### src/rtl/div_iter.sv
// div_iter: iterative restoring divider, WIDTH-bit operands, BPC quotient bits
// retired per clock. Result is {remainder, quotient} with truncating signed
// semantics; divide-by-zero and cancel are handled by dedicated paths.
//
// state   | meaning
// --------+---------------------------------------------------------------
// IDLE    | waiting for start_i; outputs cleared
// DIVZERO | divisor was zero; one cycle before reporting the flag
// ON      | running BPC restoring steps per edge, count = edges done
// END     | result_o / div_by_zero_o valid and held until start_i drops
module div_iter #(
  parameter int WIDTH = 32,
  parameter int BPC   = 1
) (
  input  logic                 clk,
  input  logic                 rst,
  input  logic                 signed_div_i,
  input  logic [WIDTH-1:0]     opdata1_i,
  input  logic [WIDTH-1:0]     opdata2_i,
  input  logic                 start_i,
  input  logic                 cancel_i,
  output logic [2*WIDTH-1:0]   result_o,
  output logic                 ready_o,
  output logic                 busy_o,
  output logic                 div_by_zero_o
);

  localparam int N  = WIDTH / BPC;
  localparam int CW = $clog2(N + 1);
  localparam logic [CW-1:0] LAST = CW'(N);
  localparam logic [CW-1:0] ONE  = CW'(1);

  typedef enum logic [1:0] {IDLE, DIVZERO, ON, END} state_t;

  state_t           state;
  logic [CW-1:0]    count;
  logic [WIDTH-1:0] dvd;      // dividend bits not yet consumed, quotient fills from the LSB
  logic [WIDTH-1:0] dvs;      // divisor magnitude
  logic [WIDTH-1:0] rem;      // partial remainder
  logic             neg_q;
  logic             neg_r;

  logic [WIDTH-1:0] op1_abs;
  logic [WIDTH-1:0] op2_abs;
  logic [WIDTH-1:0] dvd_nx;
  logic [WIDTH-1:0] rem_nx;
  logic [WIDTH:0]   trial;
  logic [WIDTH-1:0] q_fin;
  logic [WIDTH-1:0] r_fin;

  // Operand magnitudes; the most-negative value maps to 2^(WIDTH-1) unsigned.
  always_comb begin
    op1_abs = (signed_div_i && opdata1_i[WIDTH-1]) ? -opdata1_i : opdata1_i;
    op2_abs = (signed_div_i && opdata2_i[WIDTH-1]) ? -opdata2_i : opdata2_i;
  end

  // BPC chained restoring steps, MSB first, with a (WIDTH+1)-bit trial subtract.
  always_comb begin
    trial  = '0;
    rem_nx = rem;
    dvd_nx = dvd;
    for (int i = 0; i < BPC; i++) begin
      trial = {rem_nx, dvd_nx[WIDTH-1]} - {1'b0, dvs};
      if (!trial[WIDTH]) rem_nx = trial[WIDTH-1:0];
      else               rem_nx = {rem_nx[WIDTH-2:0], dvd_nx[WIDTH-1]};
      dvd_nx = {dvd_nx[WIDTH-2:0], ~trial[WIDTH]};
    end
  end

  // Sign correction of the finished magnitudes.
  always_comb begin
    q_fin = neg_q ? -dvd : dvd;
    r_fin = neg_r ? -rem : rem;
  end

  // Sequencer with registered outputs.
  always_ff @(posedge clk or negedge rst) begin
    if (!rst) begin
      state         <= IDLE;
      count         <= '0;
      dvd           <= '0;
      dvs           <= '0;
      rem           <= '0;
      neg_q         <= 1'b0;
      neg_r         <= 1'b0;
      result_o      <= '0;
      ready_o       <= 1'b0;
      busy_o        <= 1'b0;
      div_by_zero_o <= 1'b0;
    end else begin
      case (state)
        IDLE: begin
          ready_o       <= 1'b0;
          busy_o        <= 1'b0;
          result_o      <= '0;
          div_by_zero_o <= 1'b0;
          if (start_i && !cancel_i) begin
            busy_o <= 1'b1;
            dvd    <= op1_abs;
            dvs    <= op2_abs;
            rem    <= '0;
            count  <= '0;
            neg_q  <= signed_div_i & (opdata1_i[WIDTH-1] ^ opdata2_i[WIDTH-1]);
            neg_r  <= signed_div_i & opdata1_i[WIDTH-1];
            state  <= (opdata2_i == '0) ? DIVZERO : ON;
          end
        end
        DIVZERO: begin
          busy_o <= 1'b0;
          if (cancel_i) begin
            state <= IDLE;
          end else begin
            state         <= END;
            ready_o       <= 1'b1;
            result_o      <= '0;
            div_by_zero_o <= 1'b1;
          end
        end
        ON: begin
          if (cancel_i) begin
            state  <= IDLE;
            busy_o <= 1'b0;
            count  <= '0;
          end else if (count == LAST) begin
            state         <= END;
            busy_o        <= 1'b0;
            ready_o       <= 1'b1;
            result_o      <= {r_fin, q_fin};
            div_by_zero_o <= 1'b0;
          end else begin
            dvd   <= dvd_nx;
            rem   <= rem_nx;
            count <= count + ONE;
          end
        end
        END: begin
          // A held start_i keeps the result; a fresh request needs start_i low first.
          if (!start_i || cancel_i) begin
            state         <= IDLE;
            ready_o       <= 1'b0;
            result_o      <= '0;
            div_by_zero_o <= 1'b0;
          end
        end
        default: state <= IDLE;
      endcase
    end
  end

endmodule

### config.mk
export PLATFORM = sky130hd
export DESIGN_NAME = div_iter
export DESIGN_NICKNAME = d
export VERILOG_FILES = /design/src/rtl/div_iter.sv
export SDC_FILE = /design/constraint.sdc
export NUM_CORES = 1
export LEC_CHECK = 0
export BUFFER_PORTS_ARGS = -buffer_cell sky130_fd_sc_hd__buf_4
export CORE_MARGIN = 2
export CORE_UTILIZATION = 54
export DETAILED_ROUTE_END_ITERATION = 7
export HOLD_SLACK_MARGIN = 0.05
export PLACE_DENSITY = 0.78
export SKIP_LAST_GASP = 1
export SLEW_MARGIN = 0
export SYNTH_ARGS = -nofsm -noshare
export SYNTH_HDL_FRONTEND = slang
export SYNTH_SLANG_ARGS = --single-unit
### constraint.sdc
create_clock -name clk -period 3.15 [get_ports clk]
set_input_delay 0.7875 -clock clk [delete_from_list [all_inputs] [get_ports clk]]
set_output_delay 0.7875 -clock clk [all_outputs]
set_load 0.02 [all_outputs]
==> metrics.cfg <==
[logic_synthesis]
ys_warn_count = 0
syn_avg_cell_area_um2 = 8.21
ys.flop_type = dfrtp_1
synth_seq_cells = 173
async_reset_ff_frac = 1.00
synth_area_um2 = 11500
synth_nets = 1508
synth_edf_count = 0
yosysSeqAreaShare = 0.378
synth.distinct_cells = 62
syn-instance-count = 1395

[pwr]
power_density_nw_per_um2 = 882
total_power_mw = 12.2
p_leak_nw = 6.42
ir_worst_vdd_mv = 0.477

[setup_path]
cp_common_cell = or3_4
startpoint_type = flop
crit_slowest_cell = or4_1
reg2reg_from = rem[10]
path_cells = or4_1 > or3_1 > or3_4 > or2_1 > or3_4 > o31ai_2 > xor2_1 > o21ai_1
path_class = flop to flop
worst_setup_path_end_kind = flop
required_ns = 3.46
path_max_fanout = 6
cp.arrival_ns = 3.35
cp_num_buf_inv = 0
critPathLaunch = rem[10]
crit_family = simple AND/OR/NAND/NOR gates
cpPeakStageDelay_ns = 0.59

[clocking]
ctsHoldBuffers = 0
cts_tree = done
cts_root_buf = clkbuf_16
cts_inserted_buffers = 17
clock-sinks = 173
clock_path_buffers = 2
h-tree-depth = 4
cts.clk_slew.worst_paths_ns = 0.07
clock_latency_ns = 0.44

[timing]
tightestPinTransition_ns = 1.07
min_period_ns = 3.05
report.final.slew_viol_count = 0
hold_viol = 0
clock_skew_ns = 0.00939
period_share = 0.967
rsz0062_at_grt = yes
timing.slew.headroom = 0.287
fmax_mhz = 328
finalSetupViolations = 0

[detailed_routing]
firstDrtPassIters = 5
ant_nets = 0
vias = 10591
drc_errors = 0
drt_wl_total_um = 30000
avgRoutedWirePerCell_um = 16.2
drt-initial-drc-count = 635
viasPerCell = 5.73

[layout]
final_cell_mix = 250 x nand2_1, 206 x buf_4, 190 x o21ai_0
final_util = 0.665
num-nets-final = 1675
final_common_cell = nand2_1
drive_gt1_frac = 0.175
antenna_cells = 0
fill_cells = 1747
area_growth_pct = 21.2

[min_path]
hp-class = input port to async pin

[die]
rows = 53
die_area_um2 = 22400
core-area_um2 = 20900
die_h_um = 150
die_w_um = 150
start_util = 0.548
ios = 136

[placement]
port_buffers = 135
post-dp-hpwl_um = 22400
gp_congestion = 0.873

[global_routing]
antenna_found_initial = 0
grt_pass1_wl_um = 48900
grt_max_degree = 79
grt_overflow = 0
grt_pass1_vias = 10130
grt_usage = 0.270

[run_status]
status = completed

[run]
drv_cap = 0

==> logic make-up after synthesis <==
logic type               after synthesis  share of synthesized area
buffers and inverters                128                     0.0422
flip-flops                           173                      0.378
XOR/XNOR                             143                      0.109
AO/OA/AOI/OAI                        407                      0.208
multiplexers                          32                     0.0283
adder cells (fa/ha/maj)               44                     0.0487
AND/OR/NAND/NOR                      468                      0.186
==> repair_timing <==
| item | 4_1_cts | 5_1_grt |
|---|---|---|
| buffers inserted | 0 | 3 |
| setup endpoints to repair | 7 | 31 |
| gates resized for setup | 2 | 11 |
| pin swaps | 1 | 5 |
| gates cloned | 0 | 2 |
==> worst paths after layout <==
check                      slack, ns      endpoint  cells after the start
max                             0.10  result_o[57]                      8
min                             0.27  result_o[13]                      1
max reg2reg                     0.10  result_o[57]                      8
min reg2reg                     0.47   result_o[0]                      2
max in group asynchronous       2.15       rem[18]                      2
min in group clk                0.47   result_o[0]                      2
==> synth_stat cells, types with 3 or more instances <==
cell | count | share of area
and2_1 | 7 | 0.0038
nor2b_1 | 7 | 0.0038
xnor2_1 | 76 | 0.058
o221ai_1 | 5 | 0.0038
nand4_1 | 3 | 0.0016
or2_2 | 3 | 0.0016
buf_1 | 9 | 0.0029
inv_1 | 62 | 0.020
or4_1 | 20 | 0.013
a31oi_1 | 5 | 0.0027
xor2_1 | 67 | 0.051
o21bai_1 | 8 | 0.0052
nand2_1 | 251 | 0.082
mux2_2 | 3 | 0.0029
a22o_1 | 4 | 0.0031
a211oi_1 | 7 | 0.0046
o41ai_1 | 15 | 0.011
o21ai_1 | 17 | 0.0074
or3_4 | 3 | 0.0029
nor2_1 | 75 | 0.025
o31ai_1 | 20 | 0.013
nand2b_1 | 11 | 0.0060
clkbuf_1 | 55 | 0.018
a21o_1 | 13 | 0.0085
mux2i_1 | 29 | 0.025
ha_1 | 43 | 0.047
o21ai_0 | 190 | 0.083
a21oi_1 | 95 | 0.042
and3_1 | 3 | 0.0016
dfrtp_1 | 173 | 0.38
o21a_1 | 7 | 0.0046
nor3b_1 | 4 | 0.0026
or3_1 | 19 | 0.010
nor3_1 | 19 | 0.0083
nand3_1 | 23 | 0.010
nor4_1 | 10 | 0.0055
==> metrics by stage <==
stage                     hold slack, ns  worst slack, ns  area [um^2]  TNS, ns  instances
after CTS                          0.276           0.0530        13800        0       1844
after detailed placement           0.458          -0.0578        13200   -0.142       1813
final                              0.269            0.103        13900        0       1849
after global placement             0.455          -0.0483        13200  -0.0483       1813
after floorplan                    0.448            0.198        11500        0       1395
after global routing               0.296          -0.0363        13900   -0.161       1849
==> layout make-up <==
cell class / count / area, um^2 / area share
clock buffer: 19 / 443 / 0.0319
clock inverter: 12 / 115 / 0.00829
inverter: 62 / 233 / 0.0168
multi-input combinational: 1094 / 6710 / 0.484
sequential: 173 / 4330 / 0.312
tap: 275 / 344 / 0.0248
timing repair buffer: 214 / 1710 / 0.123
==> flip-flops by register name, indices dropped and copies added (netlist names) <==
| register | count |
|---|---|
| busy_o | 1 |
| count | 6 |
| div_by_zero_o | 1 |
| dvd | 32 |
| dvs | 32 |
| neg_q | 1 |
| neg_r | 1 |
| ready_o | 1 |
| rem | 32 |
| result_o | 64 |
| state | 2 |
==> worst register-to-register path, stage by stage, from the launching register on <==
cell	delay [ns]
dfrtp_1	0.47
or4_1	0.59
or3_1	0.40
or3_4	0.36
or2_1	0.25
or3_4	0.38
o31ai_2	0.22
xor2_1	0.18
o21ai_1	0.07
==> layer usage <==
| metal | global-route usage | share of wire |
|---|---|---|
| met1 | 0.371 | 0.45 |
| met4 | 0.0712 | 0.017 |
| met5 | 0 | 0 |
| met2 | 0.451 | 0.48 |
| met3 | 0.0369 | 0.062 |
==> report_power, final <==
group	internal (mW)	switching, mW
combinational	2.66	3.84
clock	1.11	0.914
sequential	2.97	0.743
total	6.75	5.50
No activity file was read; power rests on OpenSTA's default activity.
